File: src/rtl/dma_pkg.sv
// Shared types and helpers for the memory-to-stream DMA engine.
package dma_pkg;

    // Engine sequencing states; encodings kept fixed for waveform compatibility.
    typedef enum logic [2:0] {
        IDLE = 3'd0,
        READ = 3'd1,
        WAIT = 3'd2,
        SEND = 3'd3,
        FIN  = 3'd4
    } dma_state_e;

    // Throttle LFSR: 16-bit Galois, taps 16,14,13,11 (right-shifting form).
    localparam int          LFSR_W    = 16;
    localparam logic [15:0] LFSR_TAPS = 16'hB400;

    // Widest byte-enable vector the helper can produce (512-bit bus).
    localparam int KEEP_MAX = 64;

    // Byte-enable mask for a beat with 'rem' bytes left on an 'nb'-byte bus:
    // all ones when rem >= nb, otherwise the low 'rem' lanes.
    function automatic logic [KEEP_MAX-1:0] keep_mask(input logic [63:0] rem, input int nb);
        logic [KEEP_MAX-1:0] m;
        m = {KEEP_MAX{1'b0}};
        for (int i = 0; i < KEEP_MAX; i++) begin
            if ((i < nb) && (64'(i) < rem)) begin
                m[i] = 1'b1;
            end else begin
                m[i] = 1'b0;
            end
        end
        return m;
    endfunction

endpackage

File: src/rtl/lfsr_throttle.sv
// Pseudo-random permission source for TVALID throttling.
// ok is high when the low ten LFSR bits fall below PROB (out of 1024).
module lfsr_throttle
    import dma_pkg::*;
#(
    parameter logic [15:0] SEED = 16'hACE1,
    parameter int          PROB = 1024
) (
    input  logic clk,
    input  logic rst,
    output logic ok
);

    logic [LFSR_W-1:0] lfsr_q;
    logic [LFSR_W-1:0] lfsr_d;

    // Next LFSR value: shift right, fold taps back in when a one falls out.
    always_comb begin
        if (lfsr_q[0]) begin
            lfsr_d = {1'b0, lfsr_q[LFSR_W-1:1]} ^ LFSR_TAPS;
        end else begin
            lfsr_d = {1'b0, lfsr_q[LFSR_W-1:1]};
        end
    end

    // LFSR state; free-running every cycle regardless of engine state.
    always_ff @(posedge clk or posedge rst) begin
        if (rst) begin
            lfsr_q <= SEED;
        end else begin
            lfsr_q <= lfsr_d;
        end
    end

    // Eleven-bit compare so that PROB = 1024 always grants.
    assign ok = ({1'b0, lfsr_q[9:0]} < 11'(PROB));

endmodule

File: src/rtl/dma_m2s.sv
// Memory-to-stream DMA: reads NB-byte words from a 1-cycle-latency memory
// port and emits them as one AXI-Stream packet with TKEEP/TLAST, then
// pulses done. One beat takes READ -> WAIT -> SEND, so at most 1 beat per 3 cycles.
module dma_m2s
    import dma_pkg::*;
#(
    parameter int          BUS_WIDTH  = 128,
    parameter int          VALID_PROB = 1024,
    parameter int          ADDR_W     = 32,
    parameter int          LEN_W      = 32,
    parameter logic [15:0] LFSR_SEED  = 16'hACE1
) (
    input  logic                   aclk,
    input  logic                   areset,
    input  logic                   cmd_valid,
    output logic                   cmd_ready,
    input  logic [ADDR_W-1:0]      cmd_addr,
    input  logic [LEN_W-1:0]       cmd_bytes,
    output logic                   mem_en,
    output logic [ADDR_W-1:0]      mem_addr,
    input  logic [BUS_WIDTH-1:0]   mem_rdata,
    output logic                   tvalid,
    input  logic                   tready,
    output logic [BUS_WIDTH-1:0]   tdata,
    output logic [BUS_WIDTH/8-1:0] tkeep,
    output logic                   tlast,
    output logic                   done
);

    localparam int                NB         = BUS_WIDTH / 8;
    localparam logic [LEN_W-1:0]  NB_LEN     = LEN_W'(NB);
    localparam logic [ADDR_W-1:0] NB_ADDR    = ADDR_W'(NB);
    localparam logic [ADDR_W-1:0] ALIGN_MASK = ~(ADDR_W'(NB - 1));

    dma_state_e           state_q, state_d;
    logic [ADDR_W-1:0]    addr_q, addr_d;
    logic [LEN_W-1:0]     rem_q, rem_d;
    logic                 cmd_ready_q, cmd_ready_d;
    logic                 mem_en_q, mem_en_d;
    logic [ADDR_W-1:0]    mem_addr_q, mem_addr_d;
    logic                 tvalid_q, tvalid_d;
    logic [BUS_WIDTH-1:0] tdata_q, tdata_d;
    logic [NB-1:0]        tkeep_q, tkeep_d;
    logic                 tlast_q, tlast_d;
    logic                 done_q, done_d;
    logic [NB-1:0]        keep_s;
    logic                 ok_s;

    lfsr_throttle #(
        .SEED (LFSR_SEED),
        .PROB (VALID_PROB)
    ) u_throttle (
        .clk (aclk),
        .rst (areset),
        .ok  (ok_s)
    );

    // Lanes still belonging to the packet for the beat being captured.
    always_comb begin
        keep_s = NB'(keep_mask(64'(rem_q), NB));
    end

    // Sequencing, counters and next values of every registered output.
    always_comb begin
        state_d  = state_q;
        addr_d   = addr_q;
        rem_d    = rem_q;
        tvalid_d = tvalid_q;
        tdata_d  = tdata_q;
        tkeep_d  = tkeep_q;
        tlast_d  = tlast_q;
        case (state_q)
            IDLE: begin
                if (cmd_valid) begin
                    addr_d  = cmd_addr & ALIGN_MASK;
                    rem_d   = cmd_bytes;
                    state_d = (cmd_bytes == {LEN_W{1'b0}}) ? FIN : READ;
                end else begin
                    state_d = IDLE;
                end
            end
            READ: begin
                state_d = WAIT;
            end
            WAIT: begin
                // Read data is valid now; lanes past the end are zeroed.
                for (int i = 0; i < NB; i++) begin
                    tdata_d[8*i +: 8] = keep_s[i] ? mem_rdata[8*i +: 8] : 8'h00;
                end
                tkeep_d  = keep_s;
                tlast_d  = (rem_q <= NB_LEN);
                tvalid_d = ok_s;
                state_d  = SEND;
            end
            SEND: begin
                if (tvalid_q && tready) begin
                    tvalid_d = 1'b0;
                    if (tlast_q) begin
                        tdata_d = {BUS_WIDTH{1'b0}};
                        tkeep_d = {NB{1'b0}};
                        tlast_d = 1'b0;
                        state_d = FIN;
                    end else begin
                        rem_d   = rem_q - NB_LEN;
                        addr_d  = addr_q + NB_ADDR;
                        state_d = READ;
                    end
                end else if (!tvalid_q) begin
                    // Pending beat waits for throttle permission.
                    tvalid_d = ok_s;
                end else begin
                    // Raised valid is never withdrawn before the handshake.
                    tvalid_d = 1'b1;
                end
            end
            FIN: begin
                state_d = IDLE;
            end
            default: begin
                state_d = IDLE;
            end
        endcase
        cmd_ready_d = (state_d == IDLE);
        mem_en_d    = (state_d == READ);
        mem_addr_d  = (state_d == READ) ? addr_d : {ADDR_W{1'b0}};
        done_d      = (state_d == FIN);
    end

    // State and output registers; reset abandons any packet in flight.
    always_ff @(posedge aclk or posedge areset) begin
        if (areset) begin
            state_q     <= IDLE;
            addr_q      <= {ADDR_W{1'b0}};
            rem_q       <= {LEN_W{1'b0}};
            cmd_ready_q <= 1'b1;
            mem_en_q    <= 1'b0;
            mem_addr_q  <= {ADDR_W{1'b0}};
            tvalid_q    <= 1'b0;
            tdata_q     <= {BUS_WIDTH{1'b0}};
            tkeep_q     <= {NB{1'b0}};
            tlast_q     <= 1'b0;
            done_q      <= 1'b0;
        end else begin
            state_q     <= state_d;
            addr_q      <= addr_d;
            rem_q       <= rem_d;
            cmd_ready_q <= cmd_ready_d;
            mem_en_q    <= mem_en_d;
            mem_addr_q  <= mem_addr_d;
            tvalid_q    <= tvalid_d;
            tdata_q     <= tdata_d;
            tkeep_q     <= tkeep_d;
            tlast_q     <= tlast_d;
            done_q      <= done_d;
        end
    end

    assign cmd_ready = cmd_ready_q;
    assign mem_en    = mem_en_q;
    assign mem_addr  = mem_addr_q;
    assign tvalid    = tvalid_q;
    assign tdata     = tdata_q;
    assign tkeep     = tkeep_q;
    assign tlast     = tlast_q;
    assign done      = done_q;

endmodule

File: config.mk
export PLATFORM = sky130hd
export DESIGN_NAME = dma_m2s
export DESIGN_NICKNAME = d
export VERILOG_FILES = /design/src/rtl/dma_pkg.sv /design/src/rtl/lfsr_throttle.sv /design/src/rtl/dma_m2s.sv
export SDC_FILE = /design/constraint.sdc
export NUM_CORES = 1
export LEC_CHECK = 0
export ABC_AREA = 1
export CORE_MARGIN = 5
export CORE_UTILIZATION = 34
export CTS_CLUSTER_SIZE = 12
export DETAILED_ROUTE_END_ITERATION = 8
export SLEW_MARGIN = 5
export SYNTH_ARGS = -nofsm -noshare
export SYNTH_HDL_FRONTEND = slang
export SYNTH_SLANG_ARGS = --single-unit
export TNS_END_PERCENT = 1
File: constraint.sdc
create_clock -name aclk -period 10.98 [get_ports aclk]
set_input_delay 3.294 -clock aclk [delete_from_list [all_inputs] [get_ports aclk]]
set_output_delay 3.294 -clock aclk [all_outputs]
set_load 0.03 [all_outputs]
# == Word level (Yosys, flattened, before mapping) ==
# Cells that the tools add are included.
# W data, S select, Z words.
# word_totals
in_bits,196
ramBits,0
memories,0
out_inout_bits,181
romBits,0
regBits,248
latch_bits,0
# op_classes
multipliers,0
n_shift,0
div_mod_pow,0
mux,56
n_eq_ne,9
n_reduce_logical,9
n_lt_le_gt_ge,17
n_bitwise,0
n_addsub,2
# op_table
cell,count
$lt A4 B32 Y1 const A,8
$mux W128,2
$pmux W128 S2,1
$mux W32,7
$lt A3 B32 Y1 const A,4
$mux W8,16
$pmux W32 S2,2
$lt A1 B32 Y1 const A,2
$lt A2 B32 Y1 const A,2
$add A32 B5 Y32 const B,1
$le A32 B5 Y1 const B,1
$logic_not A32 Y1,1
$mux W16,2
$pmux W16 S2,1
$sub A32 B5 Y32 const B,1
$mux W1,18
$mux W3,4
$pmux W3 S4,1
$ne A2 B2 Y1 const B,4
$eq A3 B1 Y1 const B,2
$eq A3 B2 Y1 const B,2
$logic_not A3 Y1,2
$pmux W1 S2,2
$reduce_and A4 Y1,1
5 further kinds,6

# == Depth between registers and ports, before layout ==
# logic_depth
depth_word,6
ltp_mapped,11
ltp_nobuf,11

# == By module ==
# From an unflattened synthesis, not the netlist that was laid out.
# unflattened
hier_cells,1364
hier_area_um2,11374.7
# by_module_without_submodules
mod,area_per_inst_um2,instances,seq_area_each_um2,cells_each
dma_m2s,11363.4,1,6207.2,1362
lfsr_throttle,11.3,1,0.0,2

# == Worst setup path before layout ==
# Ideal clock, no wire load.
# synth_path
path_kind,input-to-reg
from,input port tready
to,register mem_addr_q[20] (netlist: mem_addr[20])
slack_ps,6502
stages,9
arrival_ps,4355
n_path_buf,0
path_cell_list,nand2_1 -> nor2_2 -> nand2_1 -> nor2_2 -> nand2_1 -> o21ai_0 -> nand2_1 -> nand2_1 -> a21oi_1
# synth_between
elab_chain_len,5
# synth_rtl
item,line_no,text
"start, declared",dma_m2s.sv:23,"input logic tready,"
$logic_and A1 B1 Y1 *,dma_m2s.sv:96,if (tvalid_q && tready) begin
$mux W3,dma_m2s.sv:96,
$pmux W3 S4,dma_m2s.sv:72,case (state_q)
$eq A3 B1 Y1,dma_m2s.sv:125,mem_addr_d = (state_d == READ) ? addr_d : {ADDR_W{1'b0}};
$mux W32 *,dma_m2s.sv:125,
net mem_addr_d[20],dma_m2s.sv:40,"logic [ADDR_W-1:0] mem_addr_q, mem_addr_d;"
"end signal, assigned",dma_m2s.sv:137,mem_addr_q <= {ADDR_W{1'b0}};
"end signal, assigned",dma_m2s.sv:149,mem_addr_q <= mem_addr_d;
"end, declared",dma_m2s.sv:40,
# The timed path passes the listed nets; every way through them passes the cells marked *.
# A chain may end at the register's enable or synchronous reset.

# == Worst setup path in the final report ==
# layout_path
from,input port tready
to,register tkeep_q[13] (netlist: tkeep[13])
# layout_between
elab_chain_len,3
# layout_rtl
item,line_no,text
$logic_and A1 B1 Y1,dma_m2s.sv:96,
$ne A2 B2 Y1 (no line),n/a,
$reduce_and A3 Y1 (no line),n/a,
"end signal, assigned",dma_m2s.sv:140,tkeep_q <= {NB{1'b0}};
"end signal, assigned",dma_m2s.sv:152,tkeep_q <= tkeep_d;
"end, declared",dma_m2s.sv:43,"logic [NB-1:0] tkeep_q, tkeep_d;"
# Every way passes these cells.

==> flow_summary_export.csv <==
group,metric,value,unit
run_status,status,"finished, final reports clean",
cells_and_area,drive_gt1_share,5.51,%
logic_synthesis,synth_cell_type_count,46,
setup_path,critPathArrivalTime,5.66,ns
die,die_y,194,um
drt,drt_iter0_drc,577,
die,ios,377,
clock_network,postCtsSetupBuffers,0,
grt,grt_usage,20.1,%
logic_synthesis,postSynthCellCount,1380,
logic_synthesis,seq_area_frac_synth,54.2,%
grt,grt_antenna_before_repair,3,
clock_network,cts_buffer_depth,3,
placement,hpwlAfterDp,27700,um
logic_synthesis,ys.warnings.count,0,
power,power.density,318,nW/um^2
clock_network,cts_tree,"done",
sta,clock.fmax,0.193,GHz
power,irDropWorstVdd,0.138,mV
cells_and_area,fin_cells,2211,
min_path,whs_path_depth,2,
logic_synthesis,synth_nets,1580,
setup_path,reg2regPathDepth,8,
min_path,holdPathEnd,"addr_q[2]$_DFF_PP0_",
cells_and_area,area_growth,44.9,%
logic_synthesis,synth_area_leaders,"dfrtp_1, nand2_1, nand3_1",
sta,fin_setup_tns,0,ns
logic_synthesis,ys_ff_latch,248,
logic_synthesis,yosysTopAreaCell,"dfrtp_1",
logic_synthesis,ys.flop_type,"dfrtp_1",
setup_path,path_class,"in2reg",
sta,slew_violations,0,
clock_network,cts_sinks,248,
drt,postRouteAntennaNets,0,
logic_synthesis,synth_top_family_by_area,"simple AND/OR/NAND/NOR gates",
drt,wire_per_inst,17.6,um
logic_synthesis,synth_mux_area_share,0,%
placement,gp_congestion,0.823,
logic_synthesis,synth-compound-area-share,10.9,%
placement,place_inst,2155,
setup_path,cp_max_fo,92,
die,coreArea,33400,sq um
die,start_util,34.3,%
sta,finalSetupViolations,0,
logic_synthesis,syn_area,11500,sq um
logic_synthesis,syn_area_per_cell,8.30,sq um
drt,drc,0,
logic_synthesis,netlist.area_leader.share,54.0,%
grt,grt_start_max_net_pins,134,
drt,via_per_inst,4.86,
setup_path,crit_start,"tready",
clock_network,clk_pin_slew,0.06,ns
die,dieArea,37500,sq um
sta,skew,0.0180,ns
setup_path,worstPathRequired,11.45,ns
sta,fin_crit,5.19,ns
grt,gr-total-overflow,0,
flow_run,cap_viol_max_count,0,
setup_path,r2r_slack,7.14,ns
logic_synthesis,synth-simple-area-share,26.7,%
die,num_rows,67,
setup_path,r2r_end,"tkeep[13]$_DFFE_PP0P_",
sta,relSlewSlack,29.2,%
logic_synthesis,synthArstFlopShare,100,%
sta,rsz0062_at_grt,"false",
drt,wl,38800,um
sta,finalHoldViolations,0,
placement,portBuffers,372,
clock_network,cts_hold_buf,0,
grt,grt_pass1_vias,10609,
clock_network,clock_latency,0.55,ns
min_path,hold_path.class,"reg2reg",
min_path,hold_start,"addr_q[2]$_DFF_PP0_",
logic_synthesis,synth_xor_area_share,1.15,%
sta,worstMarginPinSlew,1.06,ns
cells_and_area,layout.nets,1939,
drt,firstDrtPassIters,5,
grt,grt_pass1_wl,61700,um
clock_network,root_buffer,"clkbuf_16",
logic_synthesis,synthAdderAreaFrac,0.437,%
power,p_leak,0.00780,uW
setup_path,r2r_start,"state_q[2]$_DFF_PP0_",
clock_network,htreeDepth,1,
drt,num_vias,10754,
clock_network,numCtsBuffers,30,
sta,fin_crit_sh,47.3,%
setup_path,critPathLaunchType,"input port",
setup_path,crit_path_end_kind,"flip-flop",
logic_synthesis,synth_edf_count,0,
clock_network,cts_resized,0,
die,die_w,194,um
==> layout by cell type (no fill, tap or decap), types with 5 or more instances in the layout <==
master,count
nor3_1,11
buf_4,5
nor2_1,95
dfrtp_1,247
a22oi_1,24
clkinv_2,9
nand4_1,15
clkbuf_8,5
nand2_1,430
nor2_2,6
a21oi_1,46
o21ai_0,95
inv_2,5
nand2_2,6
clkbuf_1,6
a22o_1,12
clkbuf_16,31
clkdlybuf4s50_1,372
o21ai_2,5
nand3_1,141
inv_1,128
xor2_1,12
==> metrics by stage <==
step / power (uW) / hold WS, ns / area (sq um) / setup slack (ns) / util [%]
after floorplan: 3240 / 0.431 / 11500 / 0.873 / -
after global placement: 4270 / 0.444 / 15600 / 5.19 / 46.7
after detailed placement: 4310 / 0.448 / 15600 / 5.22 / 46.7
after CTS: 5350 / 0.463 / 16600 / 5.80 / 49.7
after global routing: 5660 / 0.488 / 16600 / 5.57 / 49.7
final: 5280 / 0.464 / 16600 / 5.79 / 49.7
==> power by group <==
group | internal, uW | total, uW | switching (uW) | leakage, uW
combinational | 964 | 2660 | 1700 | 0.00418
sequential | 1330 | 1610 | 273 | 0.00312
clock | 618 | 1010 | 392 | 0.000507
total | 2920 | 5280 | 2370 | 0.00780
==> sequential cells by signal, summed over array words and instances, names as in the netlist <==
| signal | flops |
|---|---|
| tlast | 1 |
| mem_addr | 32 |
| tkeep | 16 |
| done | 1 |
| cmd_ready | 1 |
| tvalid | 1 |
| mem_en | 1 |
| rem_q | 32 |
| addr_q | 32 |
| tdata | 128 |
| state_q | 3 |
==> layout make-up <==
| class | count | area [sq um] |
|---|---|---|
| Timing Repair Buffer | 378 | 3780 |
| Antenna cell | 1 | 2.50 |
| Clock inverter | 13 | 144 |
| Multi-Input combinational cell | 946 | 4520 |
| Inverter | 135 | 514 |
| Fill cell | 3263 | 16800 |
| Clock buffer | 42 | 867 |
| Tap cell | 448 | 561 |
| Sequential cell | 248 | 6210 |
==> metal layers <==
metal / vias to the layer above / wire, um / global-route usage [%]
met5: - / 40 / 0
met4: 6 / 714 / 3.75
met3: 54 / 2940 / 5.06
met2: 375 / 18500 / 34.0
met1: 5117 / 16600 / 26.4
li1: 5202 / - / -
==> worst max path at each step <==
stage / to / cells past startpoint
3_5_place_dp: tkeep[13]$_DFFE_PP0P_ / 6
5_1_grt: tdata[26]$_DFFE_PP0P_ / 7
4_1_cts: tkeep[13]$_DFFE_PP0P_ / 6
2_1_floorplan: addr_q[0]$_DFF_PP0_ / 1
3_3_place_gp: tkeep[13]$_DFFE_PP0P_ / 6
6_report: tkeep[13]$_DFFE_PP0P_ / 6
==> synthesized netlist by cell type, types with 2 or more instances <==
| cell | count |
|---|---|
| o21ai_2 | 5 |
| buf_6 | 2 |
| a22o_1 | 12 |
| nand2_1 | 431 |
| o211ai_1 | 4 |
| o21ai_4 | 3 |
| ha_1 | 4 |
| nand3_1 | 141 |
| o21ai_1 | 3 |
| nand4_4 | 2 |
| o31ai_1 | 2 |
| clkbuf_1 | 18 |
| or2_2 | 3 |
| nor2_4 | 3 |
| dfrtp_1 | 247 |
| nand4_1 | 15 |
| o21bai_1 | 3 |
| nor3_1 | 11 |
| inv_2 | 5 |
| nor2_1 | 95 |
| inv_1 | 129 |
| o21ai_0 | 95 |
| xor2_1 | 12 |
| nand2_2 | 6 |
| xnor2_1 | 3 |
| a22oi_1 | 24 |
| a21oi_1 | 46 |
| a31oi_1 | 2 |
| buf_2 | 29 |
| o22ai_1 | 3 |
| nor2_2 | 7 |
==> worst max-delay path: stages <==
cell and delay, ns:
clkdlybuf4s50_1 0.41, nand2_1 0.15, a21oi_1 0.14, nand2_4 0.46, buf_4 0.86, a22o_1 0.27
==> cells by family (layout without fill, tap and decap cells) <==
logic type,Yosys count,in the layout
buffers and inverters,186,568
other,0,1
adder cells (fa/ha/maj),4,4
XOR/XNOR,15,15
flip-flops,248,248
AO/OA/AOI/OAI,207,207
AND/OR/NAND/NOR,720,720
(Power assumes the default switching activity.)
